## src/rtl/main_ctrl_fsm_if.sv

```systemverilog
// Control bus between the multicycle main control FSM and the datapath.
// Inputs to the FSM: opcode, funct, zero, mem_ready.
// Outputs from the FSM: ALUOp, mux selects, write enables, memory strobes, status pulses, debug state.
// master: the control FSM; slave: the datapath and memory side.
interface main_ctrl_fsm_if;
    logic [5:0] opcode;
    logic [5:0] funct;
    logic       zero;
    logic       mem_ready;
    logic [3:0] ALUOp;
    logic       alu_src_a;
    logic [1:0] alu_src_b;
    logic       ext_sel;
    logic       pc_write;
    logic [1:0] pc_src;
    logic       iord;
    logic       mem_read;
    logic       mem_write;
    logic       ir_write;
    logic       reg_write;
    logic [1:0] reg_dst;
    logic [1:0] mem_to_reg;
    logic       instr_done;
    logic       illegal_op;
    logic [3:0] state;

    modport master (
        input  opcode, funct, zero, mem_ready,
        output ALUOp, alu_src_a, alu_src_b, ext_sel, pc_write, pc_src, iord,
               mem_read, mem_write, ir_write, reg_write, reg_dst, mem_to_reg,
               instr_done, illegal_op, state
    );

    modport slave (
        output opcode, funct, zero, mem_ready,
        input  ALUOp, alu_src_a, alu_src_b, ext_sel, pc_write, pc_src, iord,
               mem_read, mem_write, ir_write, reg_write, reg_dst, mem_to_reg,
               instr_done, illegal_op, state
    );
endinterface

```

## src/rtl/main_ctrl_fsm.sv

```systemverilog
// Multicycle MIPS-subset main control: fetch/decode/execute/mem/writeback sequencing.
// Latency: R/sw/I-type 4, lw 5, branch/j/jal/jr 3, illegal 2 cycles; outputs combinational from state.
// Backpressure: FETCH, MEM_RD and MEM_WR hold until mem_ready; mem_ready ignored elsewhere.
// Ports: clk, rst (sync, active-high), bus (main_ctrl_fsm_if.master) carrying all control signals.
module main_ctrl_fsm (
    input  logic                  clk,
    input  logic                  rst,
    main_ctrl_fsm_if.master       bus
);
    typedef enum logic [3:0] {
        FETCH    = 4'd0,  DECODE = 4'd1,  MEM_ADDR = 4'd2,  MEM_RD = 4'd3,
        MEM_WB   = 4'd4,  MEM_WR = 4'd5,  R_EXEC   = 4'd6,  R_WB   = 4'd7,
        BRANCH   = 4'd8,  I_EXEC = 4'd9,  I_WB     = 4'd10, JUMP   = 4'd11,
        JAL      = 4'd12, JR     = 4'd13
    } state_e;

    localparam logic [5:0] OP_RTYPE = 6'h00, OP_J    = 6'h02, OP_JAL  = 6'h03;
    localparam logic [5:0] OP_BEQ   = 6'h04, OP_BNE  = 6'h05, OP_LW   = 6'h23;
    localparam logic [5:0] OP_SW    = 6'h2B, FN_JR   = 6'h08;

    localparam logic [3:0] ALU_RTYPE = 4'b0000, ALU_ADD = 4'b0001, ALU_SUB  = 4'b0010;
    localparam logic [3:0] ALU_AND   = 4'b0011, ALU_OR  = 4'b0100, ALU_XOR  = 4'b0101;
    localparam logic [3:0] ALU_SLT   = 4'b0110, ALU_SLTU = 4'b0111, ALU_LUI = 4'b1000;

    state_e state_q, state_d;

    logic [3:0] alu_op;
    logic       alu_src_a, ext_sel, pc_write, iord, mem_read, mem_write;
    logic       ir_write, reg_write, instr_done, illegal_op;
    logic [1:0] alu_src_b, pc_src, reg_dst, mem_to_reg;

    always_ff @(posedge clk) begin
        if (rst) state_q <= FETCH;
        else     state_q <= state_d;
    end

    always_comb begin
        state_d    = state_q;
        alu_op     = 4'b0000;
        alu_src_a  = 1'b0;
        alu_src_b  = 2'b00;
        ext_sel    = 1'b0;
        pc_write   = 1'b0;
        pc_src     = 2'b00;
        iord       = 1'b0;
        mem_read   = 1'b0;
        mem_write  = 1'b0;
        ir_write   = 1'b0;
        reg_write  = 1'b0;
        reg_dst    = 2'b00;
        mem_to_reg = 2'b00;
        instr_done = 1'b0;
        illegal_op = 1'b0;

        // During reset every output stays at its zero default.
        if (!rst) begin
            case (state_q)
                FETCH: begin
                    mem_read  = 1'b1;
                    alu_src_b = 2'b01;
                    alu_op    = ALU_ADD;
                    if (bus.mem_ready) begin
                        ir_write = 1'b1;
                        pc_write = 1'b1;
                        state_d  = DECODE;
                    end
                end
                DECODE: begin
                    // Precompute the branch target into ALUOut while dispatching.
                    alu_src_b = 2'b11;
                    alu_op    = ALU_ADD;
                    case (bus.opcode)
                        OP_RTYPE:       state_d = (bus.funct == FN_JR) ? JR : R_EXEC;
                        OP_LW, OP_SW:   state_d = MEM_ADDR;
                        OP_BEQ, OP_BNE: state_d = BRANCH;
                        6'h08, 6'h09, 6'h0A, 6'h0B,
                        6'h0C, 6'h0D, 6'h0E, 6'h0F: state_d = I_EXEC;
                        OP_J:           state_d = JUMP;
                        OP_JAL:         state_d = JAL;
                        default: begin
                            illegal_op = 1'b1;
                            instr_done = 1'b1;
                            state_d    = FETCH;
                        end
                    endcase
                end
                MEM_ADDR: begin
                    alu_src_a = 1'b1;
                    alu_src_b = 2'b10;
                    alu_op    = ALU_ADD;
                    state_d   = (bus.opcode == OP_LW) ? MEM_RD : MEM_WR;
                end
                MEM_RD: begin
                    mem_read = 1'b1;
                    iord     = 1'b1;
                    if (bus.mem_ready) state_d = MEM_WB;
                end
                MEM_WB: begin
                    reg_write  = 1'b1;
                    mem_to_reg = 2'b01;
                    instr_done = 1'b1;
                    state_d    = FETCH;
                end
                MEM_WR: begin
                    mem_write = 1'b1;
                    iord      = 1'b1;
                    if (bus.mem_ready) begin
                        instr_done = 1'b1;
                        state_d    = FETCH;
                    end
                end
                R_EXEC: begin
                    alu_src_a = 1'b1;
                    alu_op    = ALU_RTYPE;
                    state_d   = R_WB;
                end
                R_WB: begin
                    reg_write  = 1'b1;
                    reg_dst    = 2'b01;
                    instr_done = 1'b1;
                    state_d    = FETCH;
                end
                BRANCH: begin
                    alu_src_a  = 1'b1;
                    alu_op     = ALU_SUB;
                    pc_src     = 2'b01;
                    pc_write   = ((bus.opcode == OP_BEQ) &&  bus.zero) ||
                                 ((bus.opcode == OP_BNE) && !bus.zero);
                    instr_done = 1'b1;
                    state_d    = FETCH;
                end
                I_EXEC: begin
                    alu_src_a = 1'b1;
                    alu_src_b = 2'b10;
                    case (bus.opcode)
                        6'h0A:   alu_op = ALU_SLT;
                        6'h0B:   alu_op = ALU_SLTU;
                        6'h0C:   alu_op = ALU_AND;
                        6'h0D:   alu_op = ALU_OR;
                        6'h0E:   alu_op = ALU_XOR;
                        6'h0F:   alu_op = ALU_LUI;
                        default: alu_op = ALU_ADD;
                    endcase
                    // Logical immediates zero-extend; arithmetic and compares sign-extend.
                    ext_sel = (bus.opcode == 6'h0C) || (bus.opcode == 6'h0D) ||
                              (bus.opcode == 6'h0E);
                    state_d = I_WB;
                end
                I_WB: begin
                    reg_write  = 1'b1;
                    instr_done = 1'b1;
                    state_d    = FETCH;
                end
                JUMP: begin
                    pc_write   = 1'b1;
                    pc_src     = 2'b10;
                    instr_done = 1'b1;
                    state_d    = FETCH;
                end
                JAL: begin
                    // PC already holds PC+4 from FETCH, so $31 gets the return address.
                    pc_write   = 1'b1;
                    pc_src     = 2'b10;
                    reg_write  = 1'b1;
                    reg_dst    = 2'b10;
                    mem_to_reg = 2'b10;
                    instr_done = 1'b1;
                    state_d    = FETCH;
                end
                JR: begin
                    pc_write   = 1'b1;
                    pc_src     = 2'b11;
                    instr_done = 1'b1;
                    state_d    = FETCH;
                end
                default: state_d = FETCH;
            endcase
        end
    end

    assign bus.ALUOp      = alu_op;
    assign bus.alu_src_a  = alu_src_a;
    assign bus.alu_src_b  = alu_src_b;
    assign bus.ext_sel    = ext_sel;
    assign bus.pc_write   = pc_write;
    assign bus.pc_src     = pc_src;
    assign bus.iord       = iord;
    assign bus.mem_read   = mem_read;
    assign bus.mem_write  = mem_write;
    assign bus.ir_write   = ir_write;
    assign bus.reg_write  = reg_write;
    assign bus.reg_dst    = reg_dst;
    assign bus.mem_to_reg = mem_to_reg;
    assign bus.instr_done = instr_done;
    assign bus.illegal_op = illegal_op;
    assign bus.state      = state_q;
endmodule

```

## src/flat_wrapper.sv

```systemverilog
// flat-port wrapper written by rule: the top's interface ports become plain ports
module main_ctrl_fsm_flat 
  (clk, rst, bus_opcode, bus_funct, bus_zero, bus_mem_ready, bus_ALUOp, bus_alu_src_a, bus_alu_src_b, bus_ext_sel, bus_pc_write, bus_pc_src, bus_iord, bus_mem_read, bus_mem_write, bus_ir_write, bus_reg_write, bus_reg_dst, bus_mem_to_reg, bus_instr_done, bus_illegal_op, bus_state);
  main_ctrl_fsm_if bus_i ();
  input  logic clk;
  input  logic rst;
  input wire logic [$bits(bus_i.opcode)-1:0] bus_opcode;
  input wire logic [$bits(bus_i.funct)-1:0] bus_funct;
  input wire logic [$bits(bus_i.zero)-1:0] bus_zero;
  input wire logic [$bits(bus_i.mem_ready)-1:0] bus_mem_ready;
  output wire logic [$bits(bus_i.ALUOp)-1:0] bus_ALUOp;
  output wire logic [$bits(bus_i.alu_src_a)-1:0] bus_alu_src_a;
  output wire logic [$bits(bus_i.alu_src_b)-1:0] bus_alu_src_b;
  output wire logic [$bits(bus_i.ext_sel)-1:0] bus_ext_sel;
  output wire logic [$bits(bus_i.pc_write)-1:0] bus_pc_write;
  output wire logic [$bits(bus_i.pc_src)-1:0] bus_pc_src;
  output wire logic [$bits(bus_i.iord)-1:0] bus_iord;
  output wire logic [$bits(bus_i.mem_read)-1:0] bus_mem_read;
  output wire logic [$bits(bus_i.mem_write)-1:0] bus_mem_write;
  output wire logic [$bits(bus_i.ir_write)-1:0] bus_ir_write;
  output wire logic [$bits(bus_i.reg_write)-1:0] bus_reg_write;
  output wire logic [$bits(bus_i.reg_dst)-1:0] bus_reg_dst;
  output wire logic [$bits(bus_i.mem_to_reg)-1:0] bus_mem_to_reg;
  output wire logic [$bits(bus_i.instr_done)-1:0] bus_instr_done;
  output wire logic [$bits(bus_i.illegal_op)-1:0] bus_illegal_op;
  output wire logic [$bits(bus_i.state)-1:0] bus_state;
  assign bus_i.opcode = bus_opcode;
  assign bus_i.funct = bus_funct;
  assign bus_i.zero = bus_zero;
  assign bus_i.mem_ready = bus_mem_ready;
  assign bus_ALUOp = bus_i.ALUOp;
  assign bus_alu_src_a = bus_i.alu_src_a;
  assign bus_alu_src_b = bus_i.alu_src_b;
  assign bus_ext_sel = bus_i.ext_sel;
  assign bus_pc_write = bus_i.pc_write;
  assign bus_pc_src = bus_i.pc_src;
  assign bus_iord = bus_i.iord;
  assign bus_mem_read = bus_i.mem_read;
  assign bus_mem_write = bus_i.mem_write;
  assign bus_ir_write = bus_i.ir_write;
  assign bus_reg_write = bus_i.reg_write;
  assign bus_reg_dst = bus_i.reg_dst;
  assign bus_mem_to_reg = bus_i.mem_to_reg;
  assign bus_instr_done = bus_i.instr_done;
  assign bus_illegal_op = bus_i.illegal_op;
  assign bus_state = bus_i.state;
  main_ctrl_fsm u_core (.clk(clk), .rst(rst), .bus(bus_i));
endmodule
```

## config.mk

```make
export PLATFORM = sky130hd
export DESIGN_NAME = main_ctrl_fsm_flat
export DESIGN_NICKNAME = d
export VERILOG_FILES = /design/src/rtl/main_ctrl_fsm_if.sv /design/src/rtl/main_ctrl_fsm.sv /design/src/flat_wrapper.sv
export SDC_FILE = /design/constraint.sdc
export NUM_CORES = 1
export LEC_CHECK = 0
export ABC_AREA = 1
export CAP_MARGIN = 20
export CORE_AREA = 4 4 50 52
export DETAILED_ROUTE_END_ITERATION = 10
export DIE_AREA = 0 0 54 56
export HOLD_SLACK_MARGIN = 0.02
export PLACE_DENSITY = 0.76
export RECOVER_POWER = 50
export SYNTH_ARGS = -nofsm -noshare
export SYNTH_HDL_FRONTEND = slang
export SYNTH_SLANG_ARGS = --single-unit
```

## constraint.sdc

```tcl
create_clock -name clk -period 1.4 [get_ports clk]
set_clock_uncertainty 0.05 [all_clocks]
set_input_delay 0.21 -clock clk [delete_from_list [all_inputs] [get_ports clk]]
set_output_delay 0.21 -clock clk [all_outputs]
set_load 0.02 [all_outputs]
```

==> results.json, run 1 <==
{
  "cts_hold_buf": 0,
  "largest_reg_flops": 4,
  "die_area_um2": 3024,
  "die_w_um": 54,
  "wl_mm": 3.740,
  "grt_pass1_wl_mm": 4.995,
  "finalPower_w": 0.0006596,
  "worstPathRequired_ns": 1.14,
  "max_freq_mhz": 548.5,
  "drv_cap": 0,
  "whs_ns": 0.4674,
  "whs_path_depth": 6,
  "hold_viol_final": 0,
  "htree_levels": 1,
  "synthCells": 157,
  "cpPeakStageDelay_ns": 0.36,
  "fillers": 140,
  "area_delta_synth_final_pct": 123.4,
  "grt_usage": 0.2138,
  "cts_tree": "yes",
  "p_per_area_nw_per_um2": 376.3,
  "syn_nets": 173,
  "endpoint_kind": "output pin",
  "crit_top_cell": "nand2_2",
  "tightest_slew_ns": 0.2473,
  "coreArea_um2": 2106,
  "route.vias.total": 1341,
  "drive_gt1_frac": 0.5587,
  "grt_max_degree": 13,
  "yosysWarnings": 0,
  "fp-row-count": 17,
  "outcome": "finished, violations left",
  "seq_area_frac_synth": 0.1021,
  "drtIter0Drc": 35,
  "wl_per_cell_um": 13.60,
  "gp_congestion": 0.8860,
  "layout_common_cells": "buf_4, nand2_1, inv_1",
  "cts_buffer_depth": 2,
  "rr_worst_depth": 9,
  "post-route-period-util": 1.302,
  "dp_hpwl_mm": 2.451,
  "ys_ff_latch": 4,
  "crit_path_top_delay_cell": "dfxtp_4",
  "via_per_inst": 4.876,
  "cts_sinks": 4,
  "rsz0062_at_grt": "yes",
  "clkLatencyLatePin_ns": 0.25,
  "min_period_ns": 1.823,
  "layout.nets": 264,
  "p_leak_nw": 0.9040,
  "synthTopCellsByArea": "nand2_1, inv_1, nor2_1",
  "clkSlewWorstSetupHoldPaths_ns": 0.05,
  "synth.cell_area_um2": 784.5,
  "ant_nets": 0,
  "synth_top_area_share": 0.1914,
  "cp.arrival_ns": 1.56,
  "irDropWorstVdd_mv": 0.5913,
  "route.detailed.drc": 0,
  "cts-root-buf": "clkbuf_4",
  "synth_top_cell_by_area": "nand2_1",
  "violations": "negative setup slack",
  "portBuffers": 41,
  "start_kind": "register",
  "finalWorstSetupSlack_ns": -0.4231,
  "path_max_fanout": 4,
  "antenna_found_initial": 0,
  "seq_area_um2": 95.09,
  "numCtsBuffers": 3,
  "firstDrtPassIters": 4,
  "final.setup.tns_ns": -5.518,
  "ys_types": 23,
  "timing.final.max_slew_violations": 0,
  "hold_class": "input pin to register",
  "crit_chain": "inv_4, nor2_4, buf_4, nand2_2, nand2_2, a21oi_2, nand4_1, nor2_1, nor2_2, buf_6",
  "layout_commonest_cell": "buf_4",
  "critical_path_class": "register to output pin",
  "diodes": 0,
  "grt-ovfl-total": 0,
  "slew_headroom": 0.8339,
  "start_util": 0.3725,
  "first_global_vias": 1206,
  "setup_viol": 24,
  "io_pins": 42,
  "multi_input_area_um2": 754.5,
  "die_h_um": 56,
  "avgSynthCellArea_um2": 4.997
}
[per-layer routing]
metal,GRT usage,vias to the layer above,routed length [um]
li1,-,664,-
met1,0.2372,614,1446
met2,0.3927,51,2018
met3,0.04290,12,172
met4,0.05694,0,103
met5,0,-,0
[area by class of cell]
class | count | area share
Multi-Input combinational cell | 117 | 0.4304
Tap cell | 28 | 0.01999
Clock buffer | 4 | 0.01499
Timing Repair Buffer | 88 | 0.4033
Sequential cell | 4 | 0.05425
Inverter | 34 | 0.07709
[report_power, final]
part / leakage (nW) / internal (W) / switching [W]
clock network: 0.0150 / 0.000108 / 0.0000576
registers: 0.0355 / 0.000115 / 0.0000134
logic: 0.853 / 0.000172 / 0.000194
total: 0.904 / 0.000394 / 0.000265
[kinds of logic (layout without fill, tap and decap cells)]
group,Yosys count,count (layout),share of synthesized area
buf+inv,36,126,0.1722
compound gates,18,18,0.1308
xor+xnor,1,1,0.01117
flops,4,4,0.1021
simple gates,98,98,0.5837
[path summary, 6_finish.rpt]
path	startpoint	endpoint	slack, ns
worst max-delay path	u_core.bus.state[3]$_SDFFE_PP0P_	bus_instr_done	-0.42
worst min-delay path	bus_opcode[3]	u_core.bus.state[3]$_SDFFE_PP0P_	0.47
worst max register to register	u_core.bus.state[3]$_SDFFE_PP0P_	u_core.bus.state[2]$_SDFFE_PP0P_	-0.05
worst min register to register	u_core.bus.state[2]$_SDFFE_PP0P_	u_core.bus.state[3]$_SDFFE_PP0P_	0.59
[repair_timing]
| item | 4_1_cts | 5_1_grt |
|---|---|---|
| gates resized for setup | 147 | 39 |
| pin swaps | 8 | 13 |
| endpoints found under the setup margin | 29 | 24 |
| gates cloned | 0 | 0 |
| buffers inserted | 9 | 5 |
[metrics by stage]
stage | util | cell area (um^2) | worst slack [ns] | cells
finish | 0.8324 | 1753 | -0.4231 | 275
floorplan | - | 843.3 | -0.01694 | 157
global route | 0.8324 | 1753 | -0.5104 | 275
CTS | 0.7790 | 1640 | -0.3422 | 271
detailed placement | 0.7296 | 1536 | -0.9090 | 258
global placement | 0.7296 | 1536 | -0.8732 | 258
[cell usage after synthesis]
| library cell | instances |
|---|---|
| a21oi_2 | 1 |
| or2_1 | 1 |
| nor2_2 | 4 |
| nor2_4 | 3 |
| o31ai_1 | 1 |
| xnor2_1 | 1 |
| clkbuf_1 | 2 |
| nor3_1 | 9 |
| o21bai_1 | 1 |
| inv_1 | 30 |
| dfxtp_1 | 4 |
| nand2_1 | 40 |
| nand2_4 | 1 |
| nor4b_2 | 1 |
| a21oi_1 | 10 |
| nand3_1 | 9 |
| nor2_1 | 25 |
| nand3b_1 | 1 |
| or2_2 | 2 |
| a311oi_1 | 1 |
| inv_2 | 4 |
| nand4_1 | 2 |
| o21ai_0 | 4 |
[worst max-delay path, delay by kind of cell, from the launching register on]
family	cells	cell delay, ns
flops	1	0.36
buf+inv	3	0.33
simple gates	6	0.45
compound gates	1	0.16
Note: power is estimated with default switching activity, not from simulation.
==> run 2: changes to the inputs <==
--- a/config.mk
+++ b/config.mk
@@ -9,7 +9,7 @@
 export CAP_MARGIN = 20
-export CORE_AREA = 4 4 50 52
+export CORE_AREA = 4 4 46 57
 export DETAILED_ROUTE_END_ITERATION = 10
-export DIE_AREA = 0 0 54 56
+export DIE_AREA = 0 0 50 61
 export HOLD_SLACK_MARGIN = 0.02
-export PLACE_DENSITY = 0.76
+export PLACE_DENSITY = 0.75
 export RECOVER_POWER = 50
--- a/constraint.sdc
+++ b/constraint.sdc
@@ -4,2 +4,2 @@
 set_output_delay 0.21 -clock clk [all_outputs]
-set_load 0.02 [all_outputs]
+set_load 0.05 [all_outputs]
==> results.json, run 2 <==
{
  "outcome": "aborted with a tool error",
  "lastStage": "detailed placement (3_5_place_dp)",
  "firstError": "[ERROR DPL-0033] detailed placement checks failed during check placement.",
  "dp_hpwl_mm": 4.508,
  "io_pins": 42,
  "synth_top_area_share": 0.1914,
  "start_util": 0.3828,
  "synthTopCellsByArea": "nand2_1, inv_1, nor2_1",
  "syn_nets": 173,
  "ys_types": 23,
  "synth_edf_count": 0,
  "yosysWarnings": 0,
  "synth.cell_area_um2": 784.5,
  "synth-async-reset-ratio": 0,
  "synth_top_cell_by_area": "nand2_1",
  "avgSynthCellArea_um2": 4.997,
  "synthCells": 157,
  "synth_commonest_cells": "nand2_1, inv_1, nor2_1, a21oi_1",
  "die_w_um": 50,
  "gp_congestion": 0.8689,
  "die_h_um": 61,
  "fp-row-count": 18,
  "yosysMostFrequentCell": "nand2_1",
  "seq_area_frac_synth": 0.1021,
  "portBuffers": 41,
  "synth_flop_cell": "dfxtp_1",
  "ys_ff_latch": 4
}
run 2: cell counts after synthesis:
No cell type changed its count.
run 2: metrics by stage:
| stage | cells | worst slack (ns) | TNS, ns | hold WS [ns] |
|---|---|---|---|---|
| after floorplan | 157 | -0.1812 | -1.394 | 0.3362 |
| after global placement | 272 | -0.5011 | -4.841 | 0.5523 |
run 2: cell families after synthesis:
kind of cell / Yosys count / share of synthesized area
AOI/OAI and AO/OA: 18 / 0.1308
xor gates and xnor gates: 1 / 0.01117
buffers and inverters: 36 / 0.1722
DFF: 4 / 0.1021
and+or+nand+nor: 98 / 0.5837
==> run 3: changes to the inputs <==
CORE_AREA = 4 4 65 67   (was 4 4 46 57)
DIE_AREA = 0 0 69 71   (was 0 0 50 61)
HOLD_SLACK_MARGIN = unset   (was 0.02)
PLACE_DENSITY = unset   (was 0.75)
PLACE_DENSITY_LB_ADDON = 0.15   (was unset)
==> results.json, run 3 (synthesis results as in run 1) <==
{
  "finalWorstSetupSlack_ns": -0.3823,
  "area_delta_synth_final_pct": 192.8,
  "drtIter0Drc": 37,
  "layout_commonest_cell": "buf_4",
  "crit_chain": "inv_4, nor2_4, inv_4, nor2_4, nor4b_4, nor2_1, nor2_4, buf_12",
  "cts_sinks": 4,
  "crit_path_top_delay_cell": "dfxtp_4",
  "slew_headroom": 0.8351,
  "postPlaceCellArea_um2": 2052,
  "setup_viol": 25,
  "clkSlewWorstSetupHoldPaths_ns": 0.03,
  "rsz0062_at_grt": "yes",
  "fin_area_um2": 2297,
  "instances_no_fill": 301,
  "numCtsBuffers": 3,
  "min_period_ns": 1.782,
  "dp_hpwl_mm": 2.961,
  "path_max_fanout": 4,
  "p_per_area_nw_per_um2": 395.9,
  "start_util": 0.2159,
  "route.detailed.drc": 0,
  "pre_cts_slack_ns": -0.5905,
  "p_leak_nw": 1.056,
  "htree_levels": 1,
  "die_h_um": 71,
  "critical_path_class": "register to output pin",
  "ant_nets": 0,
  "grt_max_degree": 9,
  "fillers": 315,
  "cp.arrival_ns": 1.52,
  "portBuffers": 41,
  "clkLatencyLatePin_ns": 0.21,
  "violations": "negative setup slack",
  "grt-ovfl-total": 0,
  "cts-root-buf": "clkbuf_8",
  "cts_tree": "yes",
  "hold_class": "input pin to register",
  "timing.final.max_slew_violations": 0,
  "die_w_um": 69,
  "cpPeakStageDelay_ns": 0.37,
  "final.setup.tns_ns": -5.635,
  "endpoint_kind": "output pin",
  "grt_util_met2": 0.2500,
  "gp_congestion": 0.9051,
  "post-route-util": 0.6322,
  "first_global_vias": 1377,
  "seq_area_um2": 95.09,
  "start_kind": "register",
  "grt_usage": 0.1445,
  "dp.cells": 291,
  "coreArea_um2": 3633,
  "cts_buffer_depth": 2,
  "antenna_found_initial": 0,
  "layout_common_cells": "buf_4, nand2_1, buf_12",
  "fp-row-count": 22,
  "multi_input_area_um2": 899.6,
  "grt.met1_usage": 0.1851,
  "reg2reg_slack_ns": -0.09,
  "post-route-period-util": 1.273,
  "layout.nets": 271,
  "irDropWorstVdd_mv": 0.4375,
  "tightest_slew_ns": 0.2456,
  "die_area_um2": 4899,
  "worstPathRequired_ns": 1.14,
  "route.vias.total": 1336,
  "wl_mm": 3.582,
  "grt.busiest_layer": "met2",
  "max_freq_mhz": 561.1,
  "crit_top_cell": "nor2_4",
  "firstDrtPassIters": 4,
  "via_per_inst": 4.439,
  "drive_gt1_frac": 0.6245,
  "drv_cap": 0,
  "wl_per_cell_um": 11.90,
  "hold_viol_final": 0,
  "diodes": 0,
  "outcome": "finished, violations left",
  "use_met3": 0.02557,
  "grt_pass1_wl_mm": 6.044,
  "io_pins": 42,
  "largest_reg_flops": 4
}
-- run 3: path summary, 6_finish.rpt --
check	from	depth (start not counted)	to
worst max-delay path	u_core.bus.state[3]$_SDFFE_PP0P_	8	bus_pc_write
worst min-delay path	rst	4	u_core.bus.state[1]$_SDFFE_PP0P_
worst max register to register	u_core.bus.state[2]$_SDFFE_PP0P_	10	u_core.bus.state[2]$_SDFFE_PP0P_
worst min register to register	u_core.bus.state[3]$_SDFFE_PP0P_	3	u_core.bus.state[3]$_SDFFE_PP0P_
-- run 3: cell type report --
type / count / area share
inverters: 34 / 0.06264
flip-flops and latches: 4 / 0.04139
repair buffers: 95 / 0.4602
multi-input cells: 117 / 0.3916
clock buffers: 3 / 0.01797
well taps: 48 / 0.02614
-- run 3: repair_timing --
item                                    in CTS  in global routing
hold buffers                                 0                  0
gates resized for setup                     33                 30
buffers inserted                             7                  6
endpoints found under the setup margin      26                 26
pin swaps                                   11                 18
-- run 3: critical path: cells and delay by family (launching register included) --
family / cells / cell delay [ns]
and+or+nand+nor: 5 / 0.68
buffers and inverters: 3 / 0.25
DFF: 1 / 0.37
-- run 3: metrics by stage --
stage                     power (W)  hold WS [ns]
after detailed placement  0.0006396        0.5741
after global routing      0.0009565        0.4430
after CTS                 0.0008918        0.3644
after floorplan           0.0003838        0.3362
final                     0.0009094        0.3945
after global placement    0.0006383        0.5688
-- run 3: metal layers --
metal,share of wire,vias up,routed length (um)
met4,0.013,0,45
met3,0.052,5,187
met1,0.42,605,1522
met2,0.51,45,1827
met5,0,-,0
li1,-,681,-
-- run 3: power by group --
| group | internal (W) | switching (W) |
|---|---|---|
| Sequential | 0.000115 | 0.0000122 |
| Clock | 0.000183 | 0.0000522 |
| Combinational | 0.000253 | 0.000294 |
| Total | 0.000551 | 0.000358 |
